--- config.mk ---
export PLATFORM = sky130hd
export DESIGN_NAME = uart_rx_core
export DESIGN_NICKNAME = d
export VERILOG_FILES = /design/src/rtl/uart_rx_core.sv
export SDC_FILE = /design/constraint.sdc
export NUM_CORES = 1
export LEC_CHECK = 0
export BUFFER_PORTS_ARGS = -buffer_cell sky130_fd_sc_hd__buf_2
export CORE_ASPECT_RATIO = 1.4
export CORE_MARGIN = 4
export CORE_UTILIZATION = 56
export CTS_CLUSTER_SIZE = 14
export DETAILED_ROUTE_END_ITERATION = 7
export PLACE_DENSITY_LB_ADDON = 0.2
export REMOVE_ABC_BUFFERS = 1
export SYNTH_ARGS = -nofsm -noshare
export SYNTH_HDL_FRONTEND = slang
export SYNTH_SLANG_ARGS = --single-unit
--- constraint.sdc ---
create_clock -name clk -period 3.39 [get_ports clk]
set_input_delay 0.1695 -clock clk [delete_from_list [all_inputs] [get_ports clk]]
set_output_delay 0.1695 -clock clk [all_outputs]
set_load 0.01 [all_outputs]
--- src/rtl/uart_rx_core.sv ---
// uart_rx_core: oversampling UART receiver for 8N1 / 8E1 / 8O1 frames.
//
// Each bit is Prescale clk cycles long. The bit value is the 2-of-3 majority of
// the line sampled around the middle of the bit. The received byte is
// presented with a one-cycle Data_Valid pulse, but only when both the parity
// check and the stop-bit check pass.
//
// Ports
//   clk        oversampling clock (Prescale x baud)
//   RST        asynchronous active-low reset, already synchronized upstream
//   RX_IN      serial line, idle high
//   Prescale   oversampling ratio 8/16/32; any other value behaves as 8
//   PAR_EN     1 = frame carries a parity bit
//   PAR_TYP    0 = even parity, 1 = odd parity
//   P_DATA     last good byte received
//   Data_Valid one-cycle pulse when P_DATA has just loaded a good byte
//   Par_err    parity mismatch on the last frame
//   Stp_err    stop bit sampled low on the last frame
//
// state  | meaning
// IDLE   | line idle; config captured every cycle; a low line starts a frame
// START  | start bit; a high majority sample means it was a glitch
// DATA   | DATA_WIDTH data bits, LSB first, shifted into shift_q
// PARITY | parity bit compared against the data; result held in par_bad
// STOP   | stop bit; error flags, P_DATA and Data_Valid update at its end

module uart_rx_core #(
   parameter int DATA_WIDTH = 8
) (
   input  logic                  clk,
   input  logic                  RST,
   input  logic                  RX_IN,
   input  logic [5:0]            Prescale,
   input  logic                  PAR_EN,
   input  logic                  PAR_TYP,
   output logic [DATA_WIDTH-1:0] P_DATA,
   output logic                  Data_Valid,
   output logic                  Par_err,
   output logic                  Stp_err
);

   typedef enum logic [2:0] {IDLE, START, DATA, PARITY, STOP} state_t;

   state_t                state, state_nxt;
   logic [5:0]            edge_cnt;
   logic [2:0]            bit_cnt;
   logic [5:0]            prsc_q;
   logic [5:0]            prsc_sel;
   logic [5:0]            half;
   logic                  par_en_q;
   logic                  par_typ_q;
   logic [2:0]            samp;
   logic [DATA_WIDTH-1:0] shift_q;
   logic                  par_bad;
   logic                  line_armed;
   logic                  start_det;
   logic                  bit_end;
   logic                  mid_samp;
   logic                  bit_val;
   logic                  last_bit;
   logic                  frame_end;
   logic                  frame_good;

   assign prsc_sel   = (Prescale == 6'd16 || Prescale == 6'd32) ? Prescale : 6'd8;
   assign half       = {1'b0, prsc_q[5:1]};
   assign bit_end    = (edge_cnt == prsc_q - 6'd1);
   assign mid_samp   = (edge_cnt == half - 6'd1) || (edge_cnt == half) ||
                       (edge_cnt == half + 6'd1);
   assign bit_val    = (samp[0] & samp[1]) | (samp[0] & samp[2]) | (samp[1] & samp[2]);
   assign last_bit   = (bit_cnt == 3'(DATA_WIDTH - 1));
   // After reset the line must be seen high once, so a reset released in the
   // middle of someone else's frame does not lock onto a data bit.
   assign start_det  = (state == IDLE) && !RX_IN && line_armed;
   assign frame_end  = (state == STOP) && bit_end;
   assign frame_good = bit_val && !(par_en_q && par_bad);

   always_ff @(posedge clk or negedge RST) begin
      if (!RST) begin
         state <= IDLE;
      end else begin
         state <= state_nxt;
      end
   end

   always_comb begin
      state_nxt = state;
      case (state)
         IDLE:    if (start_det) state_nxt = START;
         START:   if (bit_end) state_nxt = bit_val ? IDLE : DATA;
         DATA:    if (bit_end && last_bit) state_nxt = par_en_q ? PARITY : STOP;
         PARITY:  if (bit_end) state_nxt = STOP;
         STOP:    if (bit_end) state_nxt = IDLE;
         default: state_nxt = IDLE;
      endcase
   end

   // The detection cycle is edge 0 of the start bit, so START begins at 1.
   always_ff @(posedge clk or negedge RST) begin
      if (!RST) begin
         edge_cnt <= 6'd0;
         bit_cnt  <= 3'd0;
         samp     <= 3'd0;
      end else if (state == IDLE) begin
         edge_cnt <= start_det ? 6'd1 : 6'd0;
         bit_cnt  <= 3'd0;
      end else begin
         edge_cnt <= bit_end ? 6'd0 : edge_cnt + 6'd1;
         if (state == DATA && bit_end) bit_cnt <= bit_cnt + 3'd1;
         if (mid_samp) samp <= {samp[1:0], RX_IN};
      end
   end

   // Frame format is frozen for the whole frame once the start is detected.
   always_ff @(posedge clk or negedge RST) begin
      if (!RST) begin
         prsc_q    <= 6'd8;
         par_en_q  <= 1'b0;
         par_typ_q <= 1'b0;
      end else if (state == IDLE) begin
         prsc_q    <= prsc_sel;
         par_en_q  <= PAR_EN;
         par_typ_q <= PAR_TYP;
      end
   end

   always_ff @(posedge clk or negedge RST) begin
      if (!RST) begin
         shift_q    <= '0;
         par_bad    <= 1'b0;
         line_armed <= 1'b0;
      end else begin
         if (state == DATA && bit_end) shift_q <= {bit_val, shift_q[DATA_WIDTH-1:1]};
         if (state == PARITY && bit_end) par_bad <= bit_val ^ (^shift_q) ^ par_typ_q;
         if (RX_IN || frame_end) line_armed <= 1'b1;
      end
   end

   always_ff @(posedge clk or negedge RST) begin
      if (!RST) begin
         P_DATA     <= '0;
         Data_Valid <= 1'b0;
         Par_err    <= 1'b0;
         Stp_err    <= 1'b0;
      end else begin
         Data_Valid <= 1'b0;
         if (frame_end) begin
            Par_err <= par_en_q & par_bad;
            Stp_err <= ~bit_val;
            if (frame_good) begin
               P_DATA     <= shift_q;
               Data_Valid <= 1'b1;
            end
         end
      end
   end

endmodule

Word-level counts from Yosys, hierarchy flattened
Index checks and enable logic that the tools add are counted.

word-level totals
  register bits = 44
  bits of input ports = 11
  output and inout bits = 11
  logic and storage cells = 81

cells by class
  $add $sub $neg = 5
  eq/ne operators = 16
  mux-type cells = 16
  bitwise gates (word level) = 10
  reductions and logical operators = 20

operator list
  cell                   number
  $mux W3                8
  $eq A6 B6 Y1           3
  $mux W6                3
  $pmux W3 S5            1
  $ne A2 B2 Y1 const B   5
  $logic_and A1 B1 Y1    8
  $reduce_xor A8 Y1      1
  $add A5 B1 Y6 const B  1
  $add A6 B1 Y6 const B  1
  $eq A3 B2 Y1 const B   2
  $eq A3 B3 Y1 const B   2
  $eq A6 B5 Y1           1
  $eq A6 B5 Y1 const B   1
  $eq A6 B6 Y1 const B   1
  $sub A5 B1 Y6 const B  1
  $sub A6 B1 Y6 const B  1
  $reduce_and A5 Y1      1
  $and A1 B1 Y1          4
  $logic_or A1 B1 Y1     4
  $reduce_and A2 Y1      2
  $add A3 B1 Y3 const B  1
  $eq A3 B1 Y1 const B   1
  $logic_not A3 Y1       1
  $mux W1                3
  6 further kinds        10

Logic depth before layout (Yosys ltp)
  depth after elaboration = 6
  mapped depth = 10

Least setup slack after synthesis
No wires, ideal clock.

  path type = register to register
  start = register prsc_q[2]
  end = register bit_cnt[0]
  library setup time = 121 ps
  data arrival time = 2227 ps
  slack = 1042 ps
  stages on the path, launching flop included = 10
  buffers on the path = 1
  clock period less this slack = 2348 ps
  cell sequence = dfrtp_1 > inv_1 > ha_1 > a21boi_0 > xnor2_1 > nand3_1 > a211oi_2 > buf_6 > mux2_2 > a22o_1

on the way
  cells in the longest elaborated chain, start to end = 4

RTL lines
  item                          RTL line  text
  from (decl)                   47        logic [5:0] prsc_q;
  from (signal assigned)        120       prsc_q <= prsc_sel;
  $sub A6 B1 Y6                 66        assign bit_end = (edge_cnt == prsc_q - 6'd1);
  $eq A6 B6 Y1                  66
  $logic_and A1 B1 Y1           108       if (state == DATA && bit_end) bit_cnt <= bit_cnt + 3'd1;
  $reduce_bool A2 Y1 (no line)  -
  to (signal assigned)          108
  to (decl)                     46        logic [2:0] bit_cnt;

Every way passes these cells.
A chain may end at the register's enable or synchronous reset.

Final worst setup path
  start = register prsc_q[2]
  end = register P_DATA[6]

on the way
  cells in the longest elaborated chain, start to end = 4

RTL lines
  item                         RTL line  text
  $sub A6 B1 Y6                66
  $eq A6 B6 Y1                 66
  $logic_and A1 B1 Y1          74        assign frame_end = (state == STOP) && bit_end;
  $reduce_and A2 Y1 (no line)  -
  to (signal assigned)         150       P_DATA <= shift_q;
  to (decl)                    36        output logic [DATA_WIDTH-1:0] P_DATA,

Every way passes these cells.

==> metrics.yaml <==
status: "finished clean"
avgSynthCellArea_um2: 10.93
syn-instance-count: 228
ioPinCount: 22
synth_seq_cells: 44
wirelength_um: 4622
cts_sinks: 44
synth_area_mm2: 0.002492
cts.reportedPaths.clkPinSlew_ns: 0.08
via_per_inst: 5.471
worst-path-max-fanout: 8
tightestPinTransition_ns: 0.9607
async_flop_share_pct: 100.0
maxCapViolCount: 0
die_y_um: 86.94
fin_setup_tns_ns: 0
synthAdderAreaFrac_pct: 3.916
clock_skew_ns: 0.006428
critical_path.endpoint: "P_DATA[6]"
drc: 0
synthTopCellsByArea: "dfrtp_1, xnor2_1, mux2_2"
core_mm2: 0.004274
yosysMostFrequentCell: "dfrtp_1"
cts_buffer_depth: 2
vdd_drop_max_mv: 0.2924
p_sw_mw: 0.1915
grt_max_degree: 45
yosysWarnings: 0
hold_slack_ns: 0.02306
placed_area_mm2: 0.002605
slew_headroom_pct: 35.96
synth_top_cell_by_area: "dfrtp_1"
drt_first_pass_iters: 4
gp_congestion: 0.8234
path_class: "reg2reg"
synth-compound-area-share_pct: 7.329
grt_pass1_wl_um: 7741
overflow: 0
power.share.switching_pct: 21.54
ys_seq_area_share_pct: 44.23
fmax_ghz: 0.3666
hp-class: "in2async"
synth_flop_cell: "dfrtp_1"
combPwrFrac_pct: 2.8
cts-resized-gates: 0
area_delta_synth_final_pct: 8.233
htree_levels: 2
io_buffer_count: 21
arrival_ns: 2.91
setup_viol: 0
pwr-share-seq_pct: 59.3
clock_tree.root_cell: "clkbuf_8"
cts_tree: "done"
initial_core_util_pct: 58.31
grtUsageTotal_pct: 18.08
cts_buffers: 5
wire_per_inst_um: 15.10
post_cts_buffers: 0
hold_violations: 0
grt_pass1_vias: 1683
p_int_mw: 0.6976
regArea_mm2: 0.001102
diodes: 0
grt_setup_unrepaired: "no"
cellPowerDensity_mw_per_mm2: 329.6
end_kind: "register"
clk_latency_ns: 0.29
fin_util_pct: 63.11
synth_cell_type_count: 51
grt_antenna_before_repair: 0
synthXorXnorAreaFrac_pct: 12.30
p_clk_share_pct: 37.9
dp_hpwl_um: 3298
leakage_nw: 1.242
worstPathRequired_ns: 3.57
fillers: 372
synth_mux_area_share_pct: 12.15
dieArea_mm2: 0.005597
netlist.area_leader.share_pct: 43.17
synth_top_family_by_area: "simple AND/OR/NAND/NOR gates"
fp-row-count: 28
fin_area_mm2: 0.002698
power_mw: 0.8891
worstReg2RegStart: "prsc_q[2]"
yosys.area_share.simple_pct: 15.56
multi_input_area_mm2: 0.001277
synth_common_cells: "dfrtp_1, nor2_1, xnor2_1"
startpoint: "prsc_q[2]"
fin_crit_ns: 2.728
synth_edf_count: 0
drv_slew: 0
period_share_pct: 80.47
drive_above_1_share_pct: 25.20
antenna_left: 0
regToRegSetupSlack_ns: 0.66
vias: 1674
reg2regPathDepth: 8
initialDrtViolationCount: 67
layout.nets: 263
cts_hold_buf: 0
regToRegEndpoint: "P_DATA[6]"
cp-start-kind: "register"
fp.dieW_um: 64.39
-- layout make-up --
cell class	instances	share of cell area [%]
multi-input combinational	163	47.36
sequential	44	40.86
timing repair buffer	23	4.453
clock buffer	6	3.061
tap	60	2.783
inverter	8	1.113
clock inverter	2	0.3711
-- worst max-delay path, stage by stage (launching register included) --
cell and delay [ns]:
dfrtp_1 0.47, inv_1 0.18, ha_1 0.27, a21boi_0 0.31, xnor2_1 0.15, nand3_1 0.10
a211oi_2 0.26, and4_1 0.49, mux2_2 0.39
-- kinds of logic after synthesis --
kind of cell / Yosys count
xor+xnor: 35
buf+inv: 21
mux: 24
compound gates: 25
fa+ha+maj: 8
simple gates: 71
flops: 44
-- routing by layer --
metal,track usage [%],part of all wire (%),routed length [µm]
met3,3.230,3.9,179
met1,19.95,42,1923
met4,6.923,1.4,67
met2,34.02,53,2452
met5,0,0,0
-- through the flow --
step	std cells	worst slack (ns)
finish	306	0.6620
global route	306	0.4824
CTS	306	0.6675
detailed placement	298	0.6954
global placement	298	0.7895
floorplan	215	0.1071
-- sequential cells by signal, summed over array words and instances, names as in the netlist --
| signal | cells |
|---|---|
| Stp_err | 1 |
| par_typ_q | 1 |
| line_armed | 1 |
| par_bad | 1 |
| Data_Valid | 1 |
| prsc_q | 6 |
| edge_cnt | 6 |
| Par_err | 1 |
| bit_cnt | 3 |
| samp | 3 |
| state | 3 |
| shift_q | 8 |
| P_DATA | 8 |
| par_en_q | 1 |
-- power by group through the flow --
stage                     sequential, mW  combinational [mW]  clock, mW
after global placement             0.538              0.0255          0
after detailed placement           0.538              0.0260          0
after floorplan                    0.538             0.00738          0
after CTS                          0.527              0.0261      0.346
after global routing               0.528              0.0281      0.367
final                              0.527              0.0247      0.337
-- worst min path at each step --
stage / startpoint / to / slack, ns / cells past startpoint
after floorplan: RST / Data_Valid / -0.13 / 0
after global placement: RST / edge_cnt[2] / 0.38 / 1
after detailed placement: RST / edge_cnt[4] / 0.39 / 1
after CTS: RST / prsc_q[5] / 0.07 / 1
after global routing: RST / prsc_q[5] / 0.09 / 1
final: RST / edge_cnt[4] / 0.02 / 1
-- placed cells by master (no fill, tap or decap), types with 3 or more instances in the layout --
cell | synthesis | final
inv_1 | 8 | 8
xnor2_1 | 22 | 22
nand3_1 | 10 | 10
ha_1 | 7 | 7
mux2_4 | 9 | 9
clkbuf_8 | 0 | 6
dfrtp_1 | 43 | 43
nand2_1 | 12 | 12
xor2_1 | 13 | 13
a21oi_1 | 5 | 5
mux2_2 | 13 | 13
o21ai_0 | 3 | 3
nor2_1 | 24 | 24
nor3_1 | 3 | 3
buf_2 | 3 | 21
No activity file was read; power rests on OpenSTA's default activity.
